==> config.mk <==
export PLATFORM = sky130hd
export DESIGN_NAME = fd_scan_ctrl
export DESIGN_NICKNAME = d
export VERILOG_FILES = /design/src/rtl/fd_scan_ctrl.sv
export SDC_FILE = /design/constraint.sdc
export NUM_CORES = 1
export LEC_CHECK = 0
export CORE_ASPECT_RATIO = 1.75
export CORE_MARGIN = 1.5
export CORE_UTILIZATION = 40
export CTS_BUF_LIST = sky130_fd_sc_hd__clkbuf_4 sky130_fd_sc_hd__clkbuf_8 sky130_fd_sc_hd__clkbuf_16
export DETAILED_ROUTE_END_ITERATION = 10
export PLACE_DENSITY_LB_ADDON = 0.15
export SYNTH_ARGS = -nofsm -noshare
export SYNTH_HDL_FRONTEND = slang
export SYNTH_SLANG_ARGS = --single-unit
==> constraint.sdc <==
create_clock -name clk -period 6.82 [get_ports clk]
set_clock_uncertainty 0.1 [all_clocks]
set_input_delay 1.023 -clock clk [delete_from_list [all_inputs] [get_ports clk]]
set_output_delay 1.023 -clock clk [all_outputs]
set_load 0.02 [all_outputs]
==> src/rtl/fd_scan_ctrl.sv <==
// fd_scan_ctrl
// ------------
// Scan controller for a FAST-style corner detector. It walks every reference
// pixel of the frame that has a full 3-pixel border in raster order. For each
// pixel it requests the centre and the 16 ring points from an external
// address calculator and SRAM, classifies each ring point against the centre,
// and flags the pixel as a corner when enough contiguous ring points are all
// bright or all dark.
//
// Ports
//   clk         in   1   single clock, rising edge
//   rst_n       in   1   synchronous active-low reset
//   start       in   1   begin a full-frame scan (sampled only in IDLE)
//   threshold   in   8   intensity threshold, latched on an accepted start
//   sramData    in   8   SRAM read data, valid one cycle after adjNumber != 0
//   refAddr     out  15  current reference pixel address (row*COLUMNS+col)
//   adjNumber   out  5   point selector: 0 none, 17 centre, 1..16 ring
//   cornerValid out  1   one-cycle pulse in EVAL when refAddr is a corner
//   cornerAddr  out  15  flagged address, valid with cornerValid
//   busy        out  1   high while a frame is being scanned
//   done        out  1   one-cycle pulse at end of frame
//
// Handshake: there is no back-pressure. A read is issued on every cycle where
// adjNumber != 0 and the SRAM must return the data on the following cycle.
//
// Per-pixel timeline (19 cycles, refAddr constant throughout):
//   ISSUE x17 (adjNumber 17,1..16) -> DRAIN (captures ring 16) -> EVAL.

module fd_scan_ctrl #(
    parameter int COLUMNS  = 180,
    parameter int ROWS     = 120,
    parameter int N_CONTIG = 9
) (
    input  logic        clk,
    input  logic        rst_n,
    input  logic        start,
    input  logic [7:0]  threshold,
    input  logic [7:0]  sramData,
    output logic [14:0] refAddr,
    output logic [4:0]  adjNumber,
    output logic        cornerValid,
    output logic [14:0] cornerAddr,
    output logic        busy,
    output logic        done
);

    localparam int FIRST_ROW = 3;
    localparam int LAST_ROW  = ROWS - 4;
    localparam int FIRST_COL = 3;
    localparam int LAST_COL  = COLUMNS - 4;

    localparam logic [14:0] FIRST_ADDR = 15'(FIRST_ROW * COLUMNS + FIRST_COL);
    // Jump from the last column of one row to the first column of the next.
    localparam logic [14:0] ROW_STEP   = 15'(COLUMNS - (LAST_COL - FIRST_COL));
    localparam logic [31:0] RUN_MASK   = (32'd1 << N_CONTIG) - 32'd1;

    typedef enum logic [2:0] {
        S_IDLE  = 3'd0,
        S_ISSUE = 3'd1,
        S_DRAIN = 3'd2,
        S_EVAL  = 3'd3,
        S_FIN   = 3'd4
    } state_t;

    state_t      state_q, state_d;
    logic [4:0]  idx_q, idx_d;          // ISSUE step 0..16 (0 = centre)
    logic [14:0] ref_q, ref_d;
    logic [14:0] row_q, row_d;
    logic [14:0] col_q, col_d;
    logic [7:0]  thr_q, thr_d;

    // Capture path: the selector issued last cycle tells where the data goes.
    logic [4:0]  adj_prev_q;
    logic [7:0]  c_q;
    logic [7:0]  p_q [16];              // p_q[k-1] holds ring point k

    logic [15:0] bright;
    logic [15:0] dark;
    logic        is_corner;
    logic        last_pixel;

    // True when v holds at least N_CONTIG consecutive ones, treating bit 15
    // as adjacent to bit 0. Doubling the vector unrolls the circle.
    function automatic logic has_run(input logic [15:0] v);
        logic [31:0] dbl;
        logic        found;
        dbl   = {v, v};
        found = 1'b0;
        for (int s = 0; s < 16; s++) begin
            if (((dbl >> s) & RUN_MASK) == RUN_MASK) found = 1'b1;
        end
        return found;
    endfunction

    // Classification in 9 bits so C+threshold and P+threshold cannot wrap.
    always_comb begin
        logic [8:0] c9;
        logic [8:0] t9;
        logic [8:0] p9;
        c9     = {1'b0, c_q};
        t9     = {1'b0, thr_q};
        bright = '0;
        dark   = '0;
        for (int k = 0; k < 16; k++) begin
            p9        = {1'b0, p_q[k]};
            bright[k] = p9 > (c9 + t9);
            dark[k]   = (p9 + t9) < c9;
        end
    end

    // Bright and dark runs are tested separately so they never merge.
    assign is_corner  = has_run(bright) || has_run(dark);
    assign last_pixel = (row_q == 15'(LAST_ROW)) && (col_q == 15'(LAST_COL));

    // Next-state logic.
    always_comb begin
        state_d = state_q;
        idx_d   = idx_q;
        ref_d   = ref_q;
        row_d   = row_q;
        col_d   = col_q;
        thr_d   = thr_q;
        case (state_q)
            S_IDLE: begin
                if (start) begin
                    state_d = S_ISSUE;
                    idx_d   = 5'd0;
                    ref_d   = FIRST_ADDR;
                    row_d   = 15'(FIRST_ROW);
                    col_d   = 15'(FIRST_COL);
                    thr_d   = threshold;
                end
            end
            S_ISSUE: begin
                if (idx_q == 5'd16) begin
                    state_d = S_DRAIN;
                end else begin
                    idx_d = idx_q + 5'd1;
                end
            end
            S_DRAIN: begin
                state_d = S_EVAL;
            end
            S_EVAL: begin
                if (last_pixel) begin
                    state_d = S_FIN;
                end else begin
                    state_d = S_ISSUE;
                    idx_d   = 5'd0;
                    if (col_q == 15'(LAST_COL)) begin
                        col_d = 15'(FIRST_COL);
                        row_d = row_q + 15'd1;
                        ref_d = ref_q + ROW_STEP;
                    end else begin
                        col_d = col_q + 15'd1;
                        ref_d = ref_q + 15'd1;
                    end
                end
            end
            S_FIN: begin
                state_d = S_IDLE;
            end
            default: begin
                state_d = S_IDLE;
            end
        endcase
    end

    // Outputs decoded from the current state.
    always_comb begin
        adjNumber   = 5'd0;
        cornerValid = 1'b0;
        cornerAddr  = 15'd0;
        busy        = 1'b0;
        done        = 1'b0;
        case (state_q)
            S_ISSUE: begin
                adjNumber = (idx_q == 5'd0) ? 5'd17 : idx_q;
                busy      = 1'b1;
            end
            S_DRAIN: begin
                busy = 1'b1;
            end
            S_EVAL: begin
                busy        = 1'b1;
                cornerValid = is_corner;
                cornerAddr  = ref_q;
            end
            S_FIN: begin
                done = 1'b1;
            end
            default: begin
            end
        endcase
    end

    assign refAddr = ref_q;

    always_ff @(posedge clk) begin
        if (!rst_n) begin
            state_q <= S_IDLE;
            idx_q   <= 5'd0;
            ref_q   <= 15'd0;
            row_q   <= 15'd0;
            col_q   <= 15'd0;
            thr_q   <= 8'd0;
        end else begin
            state_q <= state_d;
            idx_q   <= idx_d;
            ref_q   <= ref_d;
            row_q   <= row_d;
            col_q   <= col_d;
            thr_q   <= thr_d;
        end
    end

    always_ff @(posedge clk) begin
        if (!rst_n) begin
            adj_prev_q <= 5'd0;
            c_q        <= 8'd0;
            for (int k = 0; k < 16; k++) p_q[k] <= 8'd0;
        end else begin
            adj_prev_q <= adjNumber;
            if (adj_prev_q == 5'd17) begin
                c_q <= sramData;
            end
            for (int k = 0; k < 16; k++) begin
                if (adj_prev_q == 5'(k + 1)) p_q[k] <= sramData;
            end
        end
    end

endmodule

---- Word-level counts from Yosys, hierarchy flattened ----
Memories as Yosys holds them, arrays and structs flattened.
Index checks and enable logic that the tools add are counted.
word-level totals
  RAM bits ................................ 128
  output and inout port bits .............. 38
  flip-flop bits (word level) ............. 74
  memories kept ........................... 1
  word-level logic and storage cells ...... 274
memory list
  name  depth  bits a word  rd ports  clocked after memory_dff  write ports  line  RTL
  p_q   16     8            16        0                         16           75    logic [7:0] p_q [16];
cells by class
  add/sub/neg operators ................... 22
  multiplexer cells ....................... 122
  reductions and logical operators ........ 12
  eq/ne operators ......................... 61
  order comparisons ....................... 32
  bitwise logic cells ..................... 16
operators by type and width
  kind                                                               count
  9-bit == test (second input constant)                              32
  8-bit by 8-bit adder with 9-bit output                             17
  8-bit by 9-bit greater-than comparator with 1-bit output           16
  9-bit by 8-bit < comparator with 1-bit output                      16
  15-bit 2-to-1 mux                                                  9
  8-bit 2-to-1 mux                                                   16
  15-bit case mux with 2 select lines                                3
  1-bit 2-to-1 mux                                                   84
  15-bit by 1-bit adder with 15-bit output (second input constant)   3
  5-bit by 4-bit == test with 1-bit output (second input constant)   8
  5-bit 2-to-1 mux                                                   5
  5-bit by 3-bit == test with 1-bit output (second input constant)   4
  1-bit OR                                                           16
  15-bit by 3-bit adder with 15-bit output (second input constant)   1
  15-bit by 7-bit == test with 1-bit output (second input constant)  1
  15-bit by 8-bit == test with 1-bit output (second input constant)  1
  5-bit == test (second input constant)                              3
  5-bit case mux with 3 select lines                                 1
  3-bit case mux with 4 select lines                                 1
  5-bit by 2-bit == test with 1-bit output (second input constant)   2
  2-bit inequality test (second input constant)                      5
  3-bit 2-to-1 mux                                                   3
  4-bit AND reduction                                                2
  3-bit by 2-bit == test with 1-bit output (second input constant)   2
  13 further kinds                                                   14

---- Longest topological paths before layout ----
Gate-level depths: netlist of the first run.
An unclocked memory read counts as a cell.
  depth in word-level cells ............... 22
  gate-level depth with buffers ........... 21

---- Least setup slack after synthesis of the first run ----
Ideal clock, no wire load.
  path kind ............................... reg2out
  from .................................... register thr_q[1]
  to ...................................... output port cornerValid
  data arrival time ....................... 5.380 ns
  cell stages (with the launch flop) ...... 18
  required time ........................... 5.697 ns
  setup slack ............................. 0.317 ns
  path through ............................ dfxtp_1 inv_1 fa_1 nand2b_1 nand2b_1 a21oi_1 xor2_1 ha_1 nand3_1 nor3_1 nor4_1 or2_2 a211oi_1 o21ai_1 o32a_1 nor3_1 a211oi_1 a31oi_1
between the ends
  word-level cells in the longest chain between the ends .. 21
  elaborated cells between the ends (all ways) .. 115
  those cells by class .................... 17 x add/sub; 32 x order compare; 32 x eq/ne; 33 x mux; 1 x reduce/logical
RTL lines
  element                                                                                                                    line      RTL
  start: declaration                                                                                                         70        logic [7:0] thr_q, thr_d;
  start signal: assignment                                                                                                   213       thr_q <= thr_d;
  8-bit by 8-bit adder with 9-bit output (on tied branches)                                                                  106, 107
  8-bit by 9-bit greater-than comparator with 1-bit output or 9-bit by 8-bit < comparator with 1-bit output (tied branches)  106, 107
  9-bit == test                                                                                                              90        if (((dbl >> s) & RUN_MASK) == RUN_MASK) found = 1'b1;
  1-bit 2-to-1 mux (16 in a row)                                                                                             90
  1-bit logical OR *                                                                                                         112       assign is_corner = has_run(bright) || has_run(dark);
  1-bit 2-to-1 mux *                                                                                                         176       case (state_q)
  end: declaration                                                                                                           41        output logic cornerValid,
Mark *: on every way between the ends. The rest lies on a longest branch, timed or not.

---- Worst setup path in the final report of the first run ----
Same ends and word-level chain as after synthesis.

==> results.md, run 1 <==
* TritonCTS buffer count at 21
* GR met2 Demand/Resource at 0.502
* First-pass GRT wire length at 95,200 um
* Total of warnings raised by yosys at 0
* Dpl hpwl at 48,400 um
* Clk pin slew, worst setup/hold paths at approximately 0.070 ns
* Combinational share of power at 0.313
* H-tree depth at 1
* P_int at 0.00246 W
* Final Hold Vio Count at 0
* Sequential power share at 0.376
* DRT Pass-1 Iters at 5
* Iter 0 DRT Violations at 724
* Max Clk Rate at 155 MHz
* Final WL at 63,200 um
* Fin util at 0.451
* Status: finished, final reports clean
* Worst skew pair latency at 0.54 ns
* Post-layout min period at 6.44 ns
* Antenna-violating nets left at 0
* Die area at 48,500 um^2
* PortBufs at between 50 and 60
* Vias in the first global route at 16.5k
* Top area cells in the synthesized netlist: ha_1 (24%), edfxtp_1 (20%), dfxtp_1 (7.8%)
* Largest vdd supply drop at 0.195 mV
* GRT busiest layer: met2
* Most common cell in the netlist: ha_1
* Global Route Usage Sum at 0.261
* Synth unique cells at 77
* RSZ-0062 raised after global routing: no
* Clock power frac at 0.310
* Yosys top cell area share at 0.244
* WL per Instance at 23.1 um
* Worst-case clock buffer depth at 3
* DRC at 0
* Mean Syn Cell Area at 9.23 um^2
* Initial core utilization at 0.404
* Post-synth net total at 2,450
* Slew HR at 0.217
* Switch share at 0.340
* Post-synth ARST share at 0
* Die H at 290 um
* Final period util at 0.944
* Gpl congestion at 0.987
* Via count at 16.1k
* Worst hold path type: reg -> reg
* CP Capture Type: output port
* Post-synth EDFFs at ~130
* TritonCTS clock tree: yes
* Grt total ovfl at 0
* Via-per-instance ratio at 5.87
* Initial antenna violation count at 0
* Crit-path max FO at 7
* Post-route setup TNS at 0 ns
* Met1 usage at 0.269
* Synth area leader: ha_1
* # fillers at 4,559
* Die X at 167 um
* Critical Path Start Type: flop
* Layout cells sized above 1 at 0.0595
* Worst path arrival time at between 5 and 6 ns
* Core Rows at 105
* Post-synthesis instance total at 2,045
* Sequential area share after synthesis at 0.282
* WP data required at 5.70 ns
* Netlist Area Pre-Place at 18,900 um^2
* Layout Nets at 2,540
* Power Dens Cells at around 180 nW/um^2
* M3 GR Usage at 0.0225
* Area grow syn2layout at 11.7%
* Worst Max-Slew Pin Slew at ~1.2 ns
* Most common library cells after synthesis: ha_1 (368), nor2_1 (222), a21oi_1 (132)
* Slew Viols, Final at 0
* CTS Sinks at 202
* Net Sw Power at 0.00127 W
* Crit path kind: reg -> out
* Largest net degree at the start of global routing at 60
* Synthesized flop and latch total at about 200
* CORE AREA at 46,800 um^2
* Leak pwr at between 8 and 9 nW
* Clock Tree Root: clkbuf_16
* IO Pins at 57
* # Max-Cap Violations at 0
* Top_reg_cell synth: edfxtp_1
* Final setup fails at 0
## sequential cells by signal (all words and copies together), names as in the netlist
register	flops
adj_prev_q	5
c_q	8
col_q	15
idx_q	5
p_q	128
refAddr	15
row_q	15
state_q	3
thr_q	8
## critical path: stages (launching register included)
cell and delay (ns):
dfxtp_2 0.34, ha_1 0.28, a21o_1 0.16, a21oi_1 0.28, o21bai_1 0.10, a21oi_1 0.29, o21bai_1 0.10, a21oi_1 0.23
xor2_2 0.10, buf_4 0.19, ha_1 0.24, or4_1 0.56, o21ai_0 0.20, o211ai_1 0.10, a32oi_1 0.25, or2_2 0.26
a211oi_1 0.07, o21a_1 0.21, nor4_1 0.32, a31oi_1 0.22, dlymetal6s2s_1 0.26
## power by group through the flow
stage	Combinational (W)	Sequential (W)	Clock, W
detailed placement	0.00116	0.00143	0
floorplan	0.000803	0.00142	0
CTS	0.00117	0.00141	0.00118
global route	0.00132	0.00141	0.00121
global placement	0.00114	0.00143	0
finish	0.00117	0.00141	0.00116
## routing by layer
layer	up-vias	part of all wire
met5	-	0
met4	0	0.068
met3	174	0.034
met2	418	0.53
met1	7728	0.37
li1	7749	-
## final timing paths
| check | from | endpoint | slack, ns | cells after the start |
|---|---|---|---|---|
| max reg2reg | col_q[0] | row_q[10] | 3.27 | 11 |
| min | row_q[14] | row_q[14] | 0.39 | 2 |
| min reg2reg | row_q[14] | row_q[14] | 0.39 | 2 |
| max | thr_q[1] | cornerValid | 0.38 | 20 |
## stage by stage
stage / power, W / hold WS [ns] / setup slack [ns] / instances / area [um^2]
6_report: 0.00374 / 0.388 / 0.385 / 2739 / 21100
5_1_grt: 0.00394 / 0.422 / 0.0767 / 2738 / 21100
4_1_cts: 0.00376 / 0.393 / 0.0156 / 2738 / 21100
3_5_place_dp: 0.00260 / 0.382 / 0.470 / 2699 / 20400
3_3_place_gp: 0.00257 / 0.369 / 0.592 / 2699 / 20400
2_1_floorplan: 0.00222 / 0.353 / 0.317 / 2045 / 18900
## logic make-up after synthesis
logic type                 Yosys count  share of synthesized area
muxes                                9                    0.00477
buffers and inverters              168                     0.0376
DFF                                202                      0.282
xor gates and xnor gates           123                     0.0593
and+or+nand+nor                    632                      0.162
AOI/OAI and AO/OA                  525                      0.191
adders and majority gates          386                      0.263
## timing repair
action	in CTS	in global routing
resized for setup	1	2
setup endpoints to repair	1	1
buffers inserted	1	0
hold buffers	0	0
pin swaps	1	0
## cell usage in the layout, fill, tap and decap left out, drive strengths merged, types with 26 or more instances in the layout
master         count
edfxtp           128
buf               51
nor3              33
xor2              39
clkdlybuf4s50     54
dfxtp             74
a211oi            37
or3               27
xnor2             81
ha               368
o21a              32
a21o              46
clkbuf            26
nand2            116
o21bai            43
nand3             58
nand4             31
nor2b             35
nor2             222
o21ai             86
a21oi            136
inv              133
## layout make-up
class / count / area (um^2) / share of cell area
Timing Repair Buffer: 106 / 962 / 0.0457
Antenna cell: 1 / 2.50 / 0.000119
Multi-Input combinational cell: 1675 / 12900 / 0.612
Clock inverter: 12 / 82.6 / 0.00392
Sequential cell: 202 / 5330 / 0.253
Inverter: 129 / 484 / 0.0230
Tap cell: 588 / 736 / 0.0349
Clock buffer: 26 / 593 / 0.0281
Power figures use the tool's default switching activity.
==> run 2, diff against run 1 <==
- HOLD_SLACK_MARGIN: not set -> 0.08
==> results of run 2 <==
Same layout as run 1: the final DEF is identical, and so are final timing and power.
==> run 3, diff against run 2 <==
- REMOVE_ABC_BUFFERS: not set -> 1
- SLEW_MARGIN: not set -> 30
- TNS_END_PERCENT: not set -> 50
==> run 3 against run 2 <==
Critical endpoint unchanged. Utilization increased by 0.24 points. Via count decreased by 0.20%. Worst hold slack got worse by 0.0036 ns. Largest power group unchanged. Critical path type unchanged.
==> results.md, run 3 (synthesis gave the netlist of run 1 again) <==
* Status: finished, final reports clean
* Hold Slack at 0.385 ns (-0.00360 ns)
* Iter 0 DRT Violations at 769 (+6.2%)
* Worst-case clock buffer depth at 3 (unchanged)
* Combinational share of power at 0.303 (-0.010)
* Slew Viols, Final at 0 (unchanged)
* Commonest cells after routing, fill and taps aside: ha_1 (368), nor2_1 (222), a21oi_1 (131)
* Post-Place Worst Slack at 0.501 ns (+0.0309 ns)
* Worst Max-Slew Pin Slew at 1.04 ns (-0.122 ns)
* Layout Nets at 2,544 (+0.16%)
* R2R setup slack at 3.50 ns (+0.23 ns)
* Post-CTS Hold Fix Bufs at 0 (unchanged)
* PortBufs at 56 (unchanged)
* Area grow syn2layout at 12.3%
* Post-Place Cells at 2,703 (+0.15%)
* TritonCTS buffer count at 21 (unchanged)
* Die H at 290 um (unchanged)
* Clock power frac at 0.334 (+0.024)
* Via-per-instance ratio at 5.85 (-0.31%)
* CTS Sinks at 202 (unchanged)
* DRT Pass-1 Iters at 5 (unchanged)
* WP data required at 5.70 ns (about the same)
* Crit path kind: reg -> out
* Layout cells sized above 1 at 0.0627 (+0.00314)
* Crit-path max FO at 9 (+2)
* DRC at 0 (unchanged)
* Worst skew pair latency at 0.53 ns (about the same)
* PnR worst setup slack at 0.311 ns (-0.0732 ns)
* Core Rows at 105 (unchanged)
* CP Capture Point: cornerValid
* R2R Path End: row_q[8]
* TritonCTS clock tree: yes
* CORE AREA at 46,800 um^2 (unchanged)
* CP startpoint: thr_q[1]
* Grt total ovfl at 0 (unchanged)
* Vias in the first global route at 16.2k (-2.1%)
* First-pass GRT wire length at 95,400 um (+0.17%)
* Leak pwr at 9.00 nW (+0.57%)
* # Max-Cap Violations at 0 (unchanged)
* Worst hold path type: reg -> reg
* WL per Instance at 23.2 um (+0.54%)
* P_int at 0.00260 W (+5.5%)
* Net Sw Power at 0.00128 W (+0.31%)
* Crit Reg-Reg Startpoint: col_q[0]
* Switch share at 0.329 (-0.0113)
* FF-to-FF path depth at 11 (unchanged)
* Dpl hpwl at 49,500 um (+2.3%)
* Via count at 16.0k (-0.20%)
* IO Pins at 57 (unchanged)
* Antenna-violating nets left at 0 (unchanged)
* Initial core utilization at 0.404 (unchanged)
* Fin cells at 2,742 (+0.11%)
* Commonest non-fill, non-tap cell in the layout: ha_1
* Global Route Usage Sum at 0.261 (about the same)
* Clk pin slew, worst setup/hold paths at 0.07 ns (about the same)
* Sequential power share at 0.363 (-0.013)
* Biggest register: p_q
* # fillers at 4,504 (-1.2%)
* Diodes inserted at 0 (-1)
* Max Clk Rate at 154 MHz (-1.1%)
* Final Hold Vio Count at 0 (unchanged)
* Final WL at 63,600 um (+0.65%)
* Max reg flops at 128 (unchanged)
* Final setup fails at 0 (unchanged)
* Clock Tree Root: clkbuf_16
* H-tree depth at 1 (unchanged)
* Worst path arrival time at 5.39 ns (+0.08 ns)
* Final period util at 0.954 (+0.0107)
* Post-layout min period at 6.51 ns (+0.0732 ns)
* Slew HR at 0.303 (+0.0860)
* Largest vdd supply drop at 0.198 mV (+2.0%)
* Initial antenna violation count at 1 (+1)
* Gpl congestion at 0.954 (-3.4%)
* Largest net degree at the start of global routing at 43 (-28%)
* Power Dens Cells at 183 nW/um^2 (+3.2%)
* Die area at 48,500 um^2 (unchanged)
* Die X at 167 um (unchanged)
* CP Capture Type: output port
* Critical Path Start Type: flop
run 3: worst min-delay path by stage:
stage,start,endpoint,cells past startpoint
5_1_grt,row_q[14],row_q[14],2
3_5_place_dp,row_q[14],row_q[14],2
2_1_floorplan,row_q[14],row_q[14],2
3_3_place_gp,col_q[5],col_q[5],2
4_1_cts,row_q[14],row_q[14],2
6_report,row_q[14],row_q[14],2
run 3: layout make-up:
cell class | count | area, um^2 | area share
clock buffers | 21 | 526 | 0.0248
clock inverters | 17 | 238 | 0.0112
inverters | 129 | 484 | 0.0229
multi-input cells | 1675 | 12900 | 0.609
flip-flops and latches | 202 | 5330 | 0.251
well taps | 588 | 736 | 0.0347
repair buffers | 110 | 972 | 0.0459
run 3: worst max-delay path: stages (launching register included):
cell,delay (ns)
dfxtp_2,0.35
buf_4,0.22
inv_1,0.10
fa_1,0.47
nand2b_1,0.21
nand2b_1,0.09
a21oi_1,0.10
xor2_2,0.16
buf_4,0.22
ha_1,0.31
nand3_1,0.13
nor3_1,0.07
nor4_1,0.38
nor4_1,0.12
o31ai_2,0.51
nor3_1,0.14
a32oi_1,0.31
nor4_2,0.09
nor4_1,0.35
a31oi_2,0.17
dlygate4sd2_1,0.35
run 3: metrics by stage:
| stage | TNS (ns) | power, W | cell area (um^2) | utilization |
|---|---|---|---|---|
| after floorplan | 0 | 0.00221 | 18600 | - |
| after detailed placement | 0 | 0.00260 | 20400 | 0.436 |
| after global routing | -0.00892 | 0.00409 | 21200 | 0.453 |
| final | 0 | 0.00388 | 21200 | 0.453 |
| after global placement | 0 | 0.00257 | 20400 | 0.436 |
| after CTS | 0 | 0.00389 | 21200 | 0.452 |
run 3: power by group through the flow:
stage                     registers [W]  logic (W)  clock network, W
after floorplan                 0.00142   0.000792                 0
after global placement          0.00143    0.00114                 0
after detailed placement        0.00143    0.00116                 0
after CTS                       0.00141    0.00117           0.00131
after global routing            0.00141    0.00132           0.00136
final                           0.00141    0.00117           0.00129
run 3: repair_timing:
action / in CTS / in global routing
resized for setup: 1 / 6
pin swaps: 0 / 4
hold endpoints to repair: 0 / 0
endpoints found under the setup margin: 1 / 1
buffers inserted: 0 / 1
run 3: routing by layer:
metal	GRT usage	part of all wire	wire, um	up-vias
li1	-	-	-	7750
met1	0.275	0.38	24200	7735
met2	0.510	0.53	33900	393
met3	0.0271	0.035	2220	157
met4	0.121	0.053	3390	2
met5	0	0.00020	13	-
